<file path="config.mk">
export PLATFORM = sky130hd
export DESIGN_NAME = hanoi_move_engine
export DESIGN_NICKNAME = d
export VERILOG_FILES = /design/src/rtl/hanoi_move_engine.sv
export SDC_FILE = /design/constraint.sdc
export NUM_CORES = 1
export LEC_CHECK = 0
export ABC_AREA = 1
export BUFFER_PORTS_ARGS = -buffer_cell sky130_fd_sc_hd__buf_4
export CAP_MARGIN = 10
export CORE_UTILIZATION = 30
export DETAILED_ROUTE_END_ITERATION = 10
export PLACE_DENSITY = 0.5
export SLEW_MARGIN = 0
export SYNTH_ARGS = -nofsm -noshare
export SYNTH_HDL_FRONTEND = slang
export SYNTH_SLANG_ARGS = --single-unit
</file>
<file path="constraint.sdc">
create_clock -name clk -period 3.4 [get_ports clk]
set_input_delay 0.34 -clock clk [delete_from_list [all_inputs] [get_ports clk]]
set_output_delay 0.34 -clock clk [all_outputs]
set_load 0.02 [all_outputs]
</file>
<file path="src/rtl/hanoi_move_engine.sv">
// ---------------------------------------------------------------------------
// hanoi_move_engine
//   Towers-of-Hanoi state engine. Move requests arrive on a valid/ready
//   handshake, are legality-checked, then committed or rejected. The verdict
//   is returned on a second valid/ready handshake. The engine also tracks the
//   legal-move count and whether the puzzle is solved.
//
//   Optional feature: define HANOI_UNDO_EN to add the 'undo' input and an
//   UNDO_DEPTH-deep history of committed moves (oldest dropped when full).
//
// Ports
//   clk, rst                 clock (rising edge), synchronous active-high reset
//   move_valid/move_ready    request handshake
//   move_from/move_to        source/destination rod (out-of-range allowed)
//   undo                     (HANOI_UNDO_EN only) reverse the last committed move
//   resp_valid/resp_ready    response handshake
//   resp_ok/resp_err         1 = committed; error code (0 when ok)
//   move_count               committed legal moves (saturating)
//   rod_height               disks per rod, rod i at [i*SZ_W +: SZ_W]
//   solved                   every disk on one rod other than START_ROD
//
// Error codes: 1 bad rod, 2 same rod, 3 empty source, 4 larger on smaller,
//              5 locked (already solved), 6 undo history empty.
// ---------------------------------------------------------------------------
module hanoi_move_engine #(
   parameter int NUM_RODS   = 3,
   parameter int NUM_DISKS  = 4,
   parameter int START_ROD  = 0,
   parameter int CNT_W      = 16,
   parameter int UNDO_DEPTH = 8,
   localparam int ROD_W = $clog2(NUM_RODS) + 1,
   localparam int SZ_W  = $clog2(NUM_DISKS + 1),
   localparam int ERR_W = 3
) (
   input  logic                      clk,
   input  logic                      rst,
   input  logic                      move_valid,
   output logic                      move_ready,
   input  logic [ROD_W-1:0]          move_from,
   input  logic [ROD_W-1:0]          move_to,
`ifdef HANOI_UNDO_EN
   input  logic                      undo,
`endif
   output logic                      resp_valid,
   input  logic                      resp_ready,
   output logic                      resp_ok,
   output logic [ERR_W-1:0]          resp_err,
   output logic [CNT_W-1:0]          move_count,
   output logic [NUM_RODS*SZ_W-1:0]  rod_height,
   output logic                      solved
);

   typedef enum logic [1:0] {IDLE, EXEC, RESP} state_t;

   state_t                state_reg, state_next;
   logic [ROD_W-1:0]      from_reg, to_reg;
   logic                  ok_reg;
   logic [ERR_W-1:0]      err_reg, err_next;
   logic [CNT_W-1:0]      count_reg;
   logic                  solved_reg;
   logic                  commit;
   logic                  undo_reg;

   logic [SZ_W-1:0]       height_w [NUM_RODS];
   logic [SZ_W-1:0]       top_w    [NUM_RODS];
   logic [SZ_W-1:0]       h_from, h_to, t_from, t_to;

   // ---------------- per-rod storage ----------------
   for (genvar gi = 0; gi < NUM_RODS; gi++) begin : g_rod
      logic [SZ_W-1:0] height_reg;
      logic [SZ_W-1:0] data_reg [NUM_DISKS];
      logic [SZ_W-1:0] rod_top;
      logic            is_from, is_to;

      assign is_from = (from_reg == ROD_W'(gi));
      assign is_to   = (to_reg   == ROD_W'(gi));

      always_comb begin
         rod_top = '0;
         for (int k = 0; k < NUM_DISKS; k++)
            if (height_reg == SZ_W'(k + 1)) rod_top = data_reg[k];
      end

      always_ff @(posedge clk) begin
         if (rst) begin
            height_reg <= (gi == START_ROD) ? SZ_W'(NUM_DISKS) : '0;
            for (int k = 0; k < NUM_DISKS; k++)
               data_reg[k] <= (gi == START_ROD) ? SZ_W'(NUM_DISKS - k) : '0;
         end else if (commit) begin
            // from != to is guaranteed for any committed move
            if (is_from) begin
               height_reg <= height_reg - 1'b1;
               for (int k = 0; k < NUM_DISKS; k++)
                  if (height_reg == SZ_W'(k + 1)) data_reg[k] <= '0;
            end else if (is_to) begin
               height_reg <= height_reg + 1'b1;
               for (int k = 0; k < NUM_DISKS; k++)
                  if (height_reg == SZ_W'(k)) data_reg[k] <= t_from;
            end
         end
      end

      assign height_w[gi] = height_reg;
      assign top_w[gi]    = rod_top;
      assign rod_height[gi*SZ_W +: SZ_W] = height_reg;
   end

`ifdef HANOI_UNDO_EN
   // ---------------- undo history (circular LIFO) ----------------
   localparam int PTR_W  = (UNDO_DEPTH > 1) ? $clog2(UNDO_DEPTH) : 1;
   localparam int LCNT_W = $clog2(UNDO_DEPTH + 1);

   logic [2*ROD_W-1:0] lifo_mem [UNDO_DEPTH];
   logic [PTR_W-1:0]   wp_reg, top_idx;
   logic [LCNT_W-1:0]  lifo_cnt_reg;
   logic [2*ROD_W-1:0] lifo_top;

   assign top_idx  = (wp_reg == '0) ? PTR_W'(UNDO_DEPTH - 1) : wp_reg - 1'b1;
   assign lifo_top = lifo_mem[top_idx];

   always_ff @(posedge clk) begin
      if (commit && !undo_reg) lifo_mem[wp_reg] <= {from_reg, to_reg};
   end

   // When full the write pointer simply overwrites the oldest slot.
   always_ff @(posedge clk) begin
      if (rst) begin
         wp_reg       <= '0;
         lifo_cnt_reg <= '0;
      end else if (commit) begin
         if (undo_reg) begin
            wp_reg       <= top_idx;
            lifo_cnt_reg <= lifo_cnt_reg - 1'b1;
         end else begin
            wp_reg <= (wp_reg == PTR_W'(UNDO_DEPTH - 1)) ? '0 : wp_reg + 1'b1;
            if (lifo_cnt_reg != LCNT_W'(UNDO_DEPTH)) lifo_cnt_reg <= lifo_cnt_reg + 1'b1;
         end
      end
   end
`endif

   // ---------------- legality check ----------------
   always_comb begin
      h_from = '0;
      t_from = '0;
      h_to   = '0;
      t_to   = '0;
      for (int r = 0; r < NUM_RODS; r++) begin
         if (from_reg == ROD_W'(r)) begin
            h_from = height_w[r];
            t_from = top_w[r];
         end
         if (to_reg == ROD_W'(r)) begin
            h_to = height_w[r];
            t_to = top_w[r];
         end
      end

      err_next = '0;
`ifdef HANOI_UNDO_EN
      // An undo replays a move that was legal, reversed, so only emptiness matters.
      if (undo_reg) begin
         if (lifo_cnt_reg == '0) err_next = ERR_W'(6);
      end else
`endif
      if (from_reg >= ROD_W'(NUM_RODS) || to_reg >= ROD_W'(NUM_RODS)) err_next = ERR_W'(1);
      else if (from_reg == to_reg)                                     err_next = ERR_W'(2);
      else if (h_from == '0)                                           err_next = ERR_W'(3);
      else if (h_to != '0 && t_from > t_to)                            err_next = ERR_W'(4);
      else if (solved_reg)                                             err_next = ERR_W'(5);
   end

   assign commit = (state_reg == EXEC) && (err_next == '0);

   // ---------------- FSM ----------------
   always_comb begin
      state_next = state_reg;
      move_ready = 1'b0;
      resp_valid = 1'b0;
      case (state_reg)
         IDLE: begin
            move_ready = 1'b1;
            if (move_valid) state_next = EXEC;
         end
         EXEC: state_next = RESP;
         RESP: begin
            resp_valid = 1'b1;
            if (resp_ready) state_next = IDLE;
         end
         default: state_next = IDLE;
      endcase
   end

   always_ff @(posedge clk) begin
      if (rst) begin
         state_reg  <= IDLE;
         from_reg   <= '0;
         to_reg     <= '0;
         undo_reg   <= 1'b0;
         ok_reg     <= 1'b0;
         err_reg    <= '0;
         count_reg  <= '0;
         solved_reg <= 1'b0;
      end else begin
         state_reg <= state_next;
         if (state_reg == IDLE && move_valid) begin
`ifdef HANOI_UNDO_EN
            undo_reg <= undo;
            if (undo) begin
               // reversed: destination of the last move becomes the source
               from_reg <= lifo_top[ROD_W-1:0];
               to_reg   <= lifo_top[2*ROD_W-1:ROD_W];
            end else begin
               from_reg <= move_from;
               to_reg   <= move_to;
            end
`else
            undo_reg <= 1'b0;
            from_reg <= move_from;
            to_reg   <= move_to;
`endif
         end
         if (state_reg == EXEC) begin
            ok_reg  <= (err_next == '0);
            err_reg <= err_next;
         end
         if (commit) begin
            if (undo_reg) begin
               if (count_reg != '0) count_reg <= count_reg - 1'b1;
               // the state before any committed move was unsolved
               solved_reg <= 1'b0;
            end else begin
               if (count_reg != {CNT_W{1'b1}}) count_reg <= count_reg + 1'b1;
               // one disk moved: solved iff the destination just became full
               solved_reg <= (to_reg != ROD_W'(START_ROD)) && (h_to == SZ_W'(NUM_DISKS - 1));
            end
         end
      end
   end

   assign resp_ok    = ok_reg;
   assign resp_err   = err_reg;
   assign move_count = count_reg;
   assign solved     = solved_reg;

endmodule

</file>
==> flow_summary.toml, run 1 <==
[clock_tree]
cts_tree = "done"
cts_hold_buffers = 0
cts_buffers = 9
cts_root_buf = "clkbuf_16"
htreeDepth = 3
clk_latency_ps = 340
cts_buffer_depth = 2
cts.clk_slew.worst_paths_ps = 60
cts.sinks = 74

[worst_setup_path]
path_class = "register to register"
required_ps = 3460
cp.arrival_ps = 3580
max_stage_delay_ps = 420
crit_slowest_cell = "nor3_1"
ff2ff_setup_slack_ps = -120
crit_path_start_kind = "register"
cp-end-kind = "register"
path_common_cell = "buf_4"
crit_fanout = 5
worstPathCellList = "inv_2 -> ha_4 -> inv_4 -> buf_4 -> buf_4 -> buf_4 -> buf_4 -> buf_4 -> buf_4 -> buf_4 -> buf_4 -> buf_4 -> buf_4 -> buf_4 -> buf_4 -> buf_4 -> buf_4 -> buf_4 -> nor3_1 -> nand2_2 -> o211ai_1 -> buf_4"

[sta]
clock.fmax_ghz = 0.2838
whs_ps = 248.0
worst_slack_ps = -123.3
finalHoldViolCount = 0
rsz0062_at_grt = "true"
finalSetupTns_ps = -681.7
relSlewSlack_pct = 30.95
finClkSkew_ps = 5.644
finalCritPeriodShare_pct = 103.6
finalMaxSlewViolations = 0
period_needed_ps = 3523
setup_viol = 20
worst_slew_pin_slew_ps = 1035

[layout]
final_core_util_pct = 46.32
drive_gt1_share_pct = 39.65
fin_cells = 919
final_nets = 766
final_area_um2 = 6554
area_growth_pct = 48.26
largest_register_ffs = 36
antenna_cells = 0

[detailed_routing]
antenna_left = 0
routedWlPerCell_um = 15.14
dr.pass1.iters = 7
via_per_inst = 5.005
drc_errors = 0
vias = 4600
drt_iter0_markers = 256
totalWireLength_mm = 13.91

[power_and_ir_drop]
leakagePower_nw = 2.611
p_per_area_nw_per_um2 = 386.2
p_total_mw = 2.531
peakVddDrop_uv = 234.7

[die]
die_y_um = 123.4
dieArea_um2 = 15220
io_pins = 42
initial_core_util_pct = 31.24
core_um2 = 14150
rows = 43
die_w_um = 123.4

[synthesis]
syn_inst = 584
async_flop_share_pct = 0
synth_cell_type_count = 40
ys_seq_elements = 74
syn_nets = 616
synth_edf_count = 27
syn_area_per_cell_um2 = 7.569
synth_ff_type = "dfxtp_1"
netlist_area_um2 = 4420
synth_seq_area_share_pct = 39.63
yosysWarnings = 0

[flow_run]
cap_viol_max_count = 0

[place]
post-place-ws_ps = -361.2
port_buffers = 41
place_area_um2 = 5384
dp_cells = 853
place_hpwl_mm = 9.548
place.gp.congestion = 0.8378

[global_route]
track_usage_pct = 19.45
antenna_found_initial = 0
grt_first_pass_wirelength_mm = 22.29
grt_max_degree = 29
grt.overflow.total = 0
grt_pass1_vias = 4578

[status]
violations = "negative setup slack"
outcome = "finished, violations left"

[worst_hold_path]
hold_class = "input port to register"
==> worst max-delay path: cells and delay by family, from the launching register on <==
family | cells | cell delay [ps]
adder cells (fa/ha/maj) | 1 | 140
flip-flops | 1 | 370
AO/OA/AOI/OAI | 1 | 110
buffers and inverters | 18 | 2090
AND/OR/NAND/NOR | 2 | 520
==> routing by layer <==
metal	track usage, %	part of all wire [%]	wire (µm)	vias up
met5	0	0	0	-
met4	8.961	2.5	345	0
met3	3.690	5.3	736	37
met2	32.44	48	6678	150
met1	24.18	44	6152	2153
li1	-	-	-	2260
==> kinds of logic after synthesis <==
kind of cell | count (synthesis) | synth area share (%)
compound gates | 108 | 14.27
flops | 74 | 39.63
xor+xnor | 16 | 3.170
fa+ha+maj | 22 | 6.227
buf+inv | 81 | 7.416
simple gates | 283 | 29.30
==> repair_timing <==
item / 4_1_cts / 5_1_grt
buffers inserted: 41 / 10
endpoints found under the setup margin: 88 / 90
resized for setup: 81 / 58
cloned: 0 / 0
hold endpoints to repair: 0 / 0
pin swaps: 29 / 31
==> worst paths after layout <==
check                         startpoint                 endpoint  cells after the start
setup / recovery  g_rod[0].height_reg[1]  g_rod[0].data_reg[1][0]                     22
hold / removal                resp_ready             state_reg[1]                      4
setup reg to reg  g_rod[0].height_reg[1]  g_rod[0].data_reg[1][0]                     22
hold reg to reg              resp_err[2]              resp_err[2]                      2
==> synth_stat cells, types with 2 or more instances <==
master,number,area [µm²]
nand2_1,123,461.7
nor2_1,79,296.5
inv_1,53,198.9
dfxtp_1,47,940.9
a21oi_1,41,205.2
o21ai_0,32,160.2
nand3_1,29,145.1
edfxtp_1,27,810.8
ha_1,22,275.3
nand4_1,13,81.33
nor3_1,13,65.06
clkbuf_1,12,45.04
xor2_1,10,87.58
inv_2,9,33.78
o211ai_1,7,52.55
a31oi_1,6,37.54
nand3b_1,6,45.04
xnor2_1,6,52.55
a221oi_1,5,43.79
nor2_4,5,56.30
nor3_2,5,50.05
buf_2,4,20.02
nand2_2,4,25.02
o21ai_1,4,20.02
o21ai_2,3,26.28
a311oi_1,2,17.52
buf_6,2,22.52
nor2_8,2,40.04
o31ai_1,2,15.01
==> final cells by class <==
class | instances | area (µm²)
fillers | 1376 | 7596
repair buffers | 158 | 1225
clock inverters | 6 | 57.56
inverters | 62 | 242.7
flip-flops and latches | 74 | 1777
well taps | 180 | 225.2
clock buffers | 10 | 229.0
multi-input cells | 429 | 2798
==> power by group <==
group | internal [mW] | total (mW) | leakage, nW | switching [mW]
Sequential | 0.946 | 0.976 | 0.652 | 0.0303
Clock | 0.562 | 0.939 | 0.134 | 0.377
Combinational | 0.251 | 0.616 | 1.83 | 0.365
Total | 1.76 | 2.53 | 2.61 | 0.772
==> placed cells by master (no fill, tap or decap), drive strengths merged, types with 13 or more instances in the layout <==
cell type	count
edfxtp	27
nand3	30
nor3	18
a21oi	42
nand2	127
nand4	13
ha	22
dfxtp	47
buf	158
inv	62
nor2	87
o21ai	39
No activity file was read; power rests on OpenSTA's default activity.
==> run 2, diff against run 1 <==
GPL_TIMING_DRIVEN = 0   (was unset)
HOLD_SLACK_MARGIN = 0.02   (was unset)
==> run 2 against run 1 <==
  * The run still ends with negative setup slack left
  * Global-route usage decreased by 0.92 points
  * Setup slack improved by 47 ps
  * Largest power group unchanged
  * Largest cell class unchanged
  * Non-clock buffer count decreased by 37
  * Maximum frequency increased by 1.4%
  * Highest routed layer unchanged
  * Sequential power about the same
  * Cell count decreased by 3.9%
==> flow_summary.toml, run 2 (synthesis results as in run 1) <==
[power_and_ir_drop]
seqPwrFrac_pct = 38.6
pwr-share-clk_pct = 35.6
switchingPower_mw = 0.7793
p_int_mw = 1.748
peakVddDrop_uv = 268.4
p_per_area_nw_per_um2 = 392.7
pwr-share-comb_pct = 25.8
leakagePower_nw = 2.525
sw_frac_of_total_pct = 30.83

[sta]
finalSetupTns_ps = -1311
finalCritPeriodShare_pct = 102.2
finClkSkew_ps = 9.055
worst_slew_pin_slew_ps = 798.7
whs_ps = 242.5
relSlewSlack_pct = 46.75
clock.fmax_ghz = 0.2877
finalMaxSlewViolations = 0
worst_slack_ps = -76.05
period_needed_ps = 3476
finalHoldViolCount = 0
setup_viol = 32
rsz0062_at_grt = "true"

[worst_setup_path]
crit_path_start_kind = "register"
crit_fanout = 10
endpoint = "g_rod[2].data_reg[3][1]"
path_common_cell = "nand2_1"
setup.worst_path.start = "g_rod[0].height_reg[2]"
required_ps = 3460
path_class = "register to register"
worstRegToRegCells = 21
max_stage_delay_ps = 370
timing.rr.start = "g_rod[0].height_reg[2]"
worstPathCellList = "buf_8 -> inv_2 -> ha_4 -> inv_4 -> nand2_1 -> a31oi_1 -> o21ai_2 -> nand2_1 -> o211ai_1 -> ha_1 -> nand3b_1 -> a32oi_2 -> nand2_1 -> nand2_1 -> nand2_2 -> a21oi_4 -> nand2_4 -> nor2_4 -> nand3_2 -> o211ai_1 -> buf_4"
ff2ff_setup_slack_ps = -80
cp-end-kind = "register"
cp.arrival_ps = 3540
crit_slowest_cell = "ha_1"
r2r-end = "g_rod[2].data_reg[3][1]"

[status]
violations = "negative setup slack"
outcome = "finished, violations left"

[global_route]
grt_first_pass_wirelength_mm = 21.07
grt_max_degree = 12
grt_pass1_vias = 4228
antenna_found_initial = 0
grt.overflow.total = 0
track_usage_pct = 18.53

[die]
core_um2 = 14150
initial_core_util_pct = 31.24
dieArea_um2 = 15220
io_pins = 42
die_w_um = 123.4
die_y_um = 123.4
rows = 43

[place]
post-place-ws_ps = -915.3
port_buffers = 40
dp_cells = 804
place.gp.congestion = 0.8411
place_area_um2 = 4960
place_hpwl_mm = 9.348

[detailed_routing]
dr.pass1.iters = 6
vias = 4467
routedWlPerCell_um = 15.57
drc_errors = 0
drt_iter0_markers = 251
totalWireLength_mm = 13.75
via_per_inst = 5.059
antenna_left = 0

[layout]
area_growth_pct = 45.60
final_area_um2 = 6436
antenna_cells = 0
fin_cells = 883
final_nets = 730
drive_gt1_share_pct = 38.83
layout_commonest_cell = "nand2_1"
layout_common_cells = "100 x nand2_1, 96 x buf_4, 68 x nor2_1"
largest_register_ffs = 36

[clock_tree]
cts_root_buf = "clkbuf_16"
htreeDepth = 3
cts.sinks = 74
cts_tree = "done"
cts_buffer_depth = 2
cts.clk_slew.worst_paths_ps = 60
cts_hold_buffers = 0
cts_buffers = 9
clk_latency_ps = 350

[worst_hold_path]
worstHoldStart = "resp_ready"
hold_class = "input port to register"

[flow_run]
cap_viol_max_count = 0
-- run 2: changes by cell type in the layout (fill, tap and decap cells not counted), sizes merged --
cell / delta
buf: -47
clkbuf: +16
clkinvlp: -1
clkinv: -3
bufinv: -1
inv: -1
nand2: +1
-- run 2: layer usage --
layer | GRT usage [%] | wire length (µm) | up-vias
met2 | 29.64 | 6522 | 111
met5 | 0 | 0 | -
met3 | 3.229 | 660 | 36
met1 | 23.82 | 6184 | 2128
met4 | 9.639 | 382 | 0
li1 | - | - | 2192
-- run 2: worst min-delay path by stage --
stage,to,cells past startpoint
final,state_reg[1],4
after detailed placement,resp_ok,2
after floorplan,g_rod[2].data_reg[2][0],2
after CTS,state_reg[1],4
after global routing,state_reg[1],4
after global placement,resp_err[2],2
-- run 2: layout make-up --
| type | instances | area (µm²) |
|---|---|---|
| Fill cell | 1376 | 7714 |
| Multi-Input combinational cell | 430 | 2948 |
| Sequential cell | 74 | 1778 |
| Timing Repair Buffer | 104 | 827.0 |
| Clock buffer | 16 | 271.5 |
| Inverter | 62 | 264.0 |
| Tap cell | 180 | 225.2 |
| Buffer | 17 | 122.6 |
-- run 2: through the flow --
step	utilization (%)	power (mW)
6_report	45.49	2.527
5_1_grt	45.49	2.648
4_1_cts	41.46	2.425
3_5_place_dp	35.05	1.426
3_3_place_gp	35.05	1.419
2_1_floorplan	-	1.290
-- run 2: critical path: cells and delay by family, from the launching register on --
kind | cells | cell delay, ps
DFF | 1 | 360
and+or+nand+nor | 9 | 940
adders and majority gates | 2 | 550
buffers and inverters | 4 | 460
AOI/OAI and AO/OA | 6 | 870
-- run 2: repair_timing --
item | CTS | global route
setup buffers | 42 | 22
pin swaps | 34 | 52
gates cloned | 0 | 2
resized for setup | 93 | 105
endpoints found under the setup margin | 91 | 89
-- run 2: power by group through the flow --
stage | logic (mW) | clock network, mW | registers, mW
2_1_floorplan | 0.292 | 0 | 0.998
3_3_place_gp | 0.427 | 0 | 0.992
3_5_place_dp | 0.432 | 0 | 0.994
4_1_cts | 0.526 | 0.927 | 0.972
5_1_grt | 0.707 | 0.962 | 0.979
6_report | 0.653 | 0.899 | 0.975
==> run 3, diff against run 2 <==
RECOVER_POWER = 50   (was unset)
==> run 3 against run 2 <==
  * The run still ends with negative setup slack left
  * Sequential power barely moved
  * Routed wire length is essentially flat
  * Hold slack hardly changed
  * Critical path type unchanged
  * Largest power group unchanged
==> flow_summary.toml, run 3 (synthesis results as in run 1) <==
[worst_setup_path]
crit_fanout = 10
path_common_cell = "nand2_1"
max_stage_delay_ps = 370
path_class = "register to register"
crit_path_start_kind = "register"
cp_top_family = "simple AND/OR/NAND/NOR gates"
cp-end-kind = "register"
crit_slowest_cell = "ha_1"
r2r-end = "g_rod[2].data_reg[3][1]"
timing.rr.start = "g_rod[0].height_reg[2]"
worstPathCellList = "buf_8 -> inv_2 -> ha_4 -> inv_4 -> nand2_1 -> a31oi_1 -> o21ai_2 -> nand2_1 -> o211ai_1 -> ha_1 -> nand3b_1 -> a32oi_2 -> nand2_1 -> nand2_1 -> nand2_2 -> a21oi_4 -> nand2_4 -> nor2_4 -> nand3_2 -> o211ai_1 -> buf_4"
cp.arrival_ps = 3550
worstRegToRegCells = 21
worst-path-buf-inv = 4
required_ps = 3460
ff2ff_setup_slack_ps = -80

[sta]
finClkSkew_ps = 8.045
whs_ps = 242.8
relSlewSlack_pct = 46.50
finalSetupTns_ps = -1505
setup_viol = 33
finalCritPeriodShare_pct = 102.4
finalHoldViolCount = 0
clock.fmax_ghz = 0.2871
finalMaxSlewViolations = 0
period_needed_ps = 3483
worst_slew_pin_slew_ps = 802.5
rsz0062_at_grt = "true"
worst_slack_ps = -82.54

[global_route]
track_usage_pct = 18.53
antenna_found_initial = 0
grt_pass1_vias = 4228
grt_max_degree = 12
grt.overflow.total = 0
grt_first_pass_wirelength_mm = 21.07

[layout]
drive_gt1_share_pct = 37.13
antenna_cells = 0
layout_common_cells = "100 x nand2_1, 84 x buf_4, 68 x nor2_1"
nFillCells = 1385
final_core_util_pct = 45.17
final_nets = 730
final_area_um2 = 6391
layout_commonest_cell = "nand2_1"
fin_cells = 883
regArea_um2 = 1778
area_growth_pct = 44.58
largest_register_ffs = 36
multi_input_area_um2 = 2948

[clock_tree]
cts.sinks = 74
cts.clk_slew.worst_paths_ps = 60
cts_hold_buffers = 0
cts_buffers = 9
cts_root_buf = "clkbuf_16"
htreeDepth = 3
cts_buffer_depth = 2
cts_tree = "done"
clk_latency_ps = 350

[power_and_ir_drop]
p_per_area_nw_per_um2 = 394.8
leakagePower_nw = 2.476
peakVddDrop_uv = 268.7
p_total_mw = 2.523

[place]
place.gp.congestion = 0.8411
dp_cells = 804
place_hpwl_mm = 9.348
place_area_um2 = 4960
port_buffers = 40
post-place-ws_ps = -915.3

[detailed_routing]
drt_iter0_markers = 256
vias = 4438
antenna_left = 0
dr.pass1.iters = 5
routedWlPerCell_um = 15.57
via_per_inst = 5.026
drc_errors = 0
totalWireLength_mm = 13.75

[die]
rows = 43
dieArea_um2 = 15220
io_pins = 42
die_y_um = 123.4
core_um2 = 14150
die_w_um = 123.4
initial_core_util_pct = 31.24

[worst_hold_path]
holdPathEnd = "state_reg[1]"
worstHoldStart = "resp_ready"
holdPathStages = 4
hold_class = "input port to register"

[status]
outcome = "finished, violations left"
violations = "negative setup slack"

[flow_run]
cap_viol_max_count = 0
-- run 3: worst max-delay path by stage --
| stage | from | to | cells after the start |
|---|---|---|---|
| 2_1_floorplan | g_rod[1].height_reg[2] | g_rod[1].data_reg[0][0] | 21 |
| 3_3_place_gp | g_rod[1].height_reg[2] | g_rod[1].data_reg[0][1] | 21 |
| 3_5_place_dp | g_rod[1].height_reg[2] | g_rod[1].data_reg[0][2] | 21 |
| 4_1_cts | g_rod[1].height_reg[2] | g_rod[2].data_reg[3][1] | 20 |
| 5_1_grt | g_rod[2].height_reg[2] | g_rod[0].data_reg[3][1] | 19 |
| 6_report | g_rod[0].height_reg[2] | g_rod[2].data_reg[3][1] | 21 |
-- run 3: metal layers --
metal  GRT usage, %  up-vias  wire length [µm]
li1               -     2189                 -
met1          23.82     2109              6160
met2          29.64      109              6476
met3          3.229       31               736
met4          9.639        0               371
met5              0        -                 0
-- run 3: what timing repair did --
item | CTS | global route
cloned | 0 | 2
endpoints found under the hold margin | 0 | 0
setup endpoints to repair | 91 | 89
buffers inserted | 42 | 22
resized for setup | 93 | 105
pin swaps | 34 | 52
-- run 3: power breakdown --
group	total, mW	internal (mW)	switching (mW)
combinational	0.648	0.261	0.387
sequential	0.975	0.946	0.0288
clock	0.900	0.536	0.364
-- run 3: layout make-up --
cell class	instances	area share, %
tap	180	3.524
inverter	62	4.131
timing repair buffer	104	12.24
buffer	17	1.919
clock buffer	16	4.248
multi-input combinational	430	46.12
sequential	74	27.82
-- run 3: worst reg2reg max path, cell delays in order, from the launching register on --
cell and delay (ps):
dfxtp_2 360, buf_8 150, inv_2 70, ha_4 180, inv_4 80, nand2_1 60
a31oi_1 180, o21ai_2 100, nand2_1 70, o211ai_1 120, ha_1 370, nand3b_1 120
a32oi_2 190, nand2_1 120, nand2_1 100, nand2_2 80, a21oi_4 160, nand2_4 120
nor2_4 180, nand3_2 90, o211ai_1 130, buf_4 160
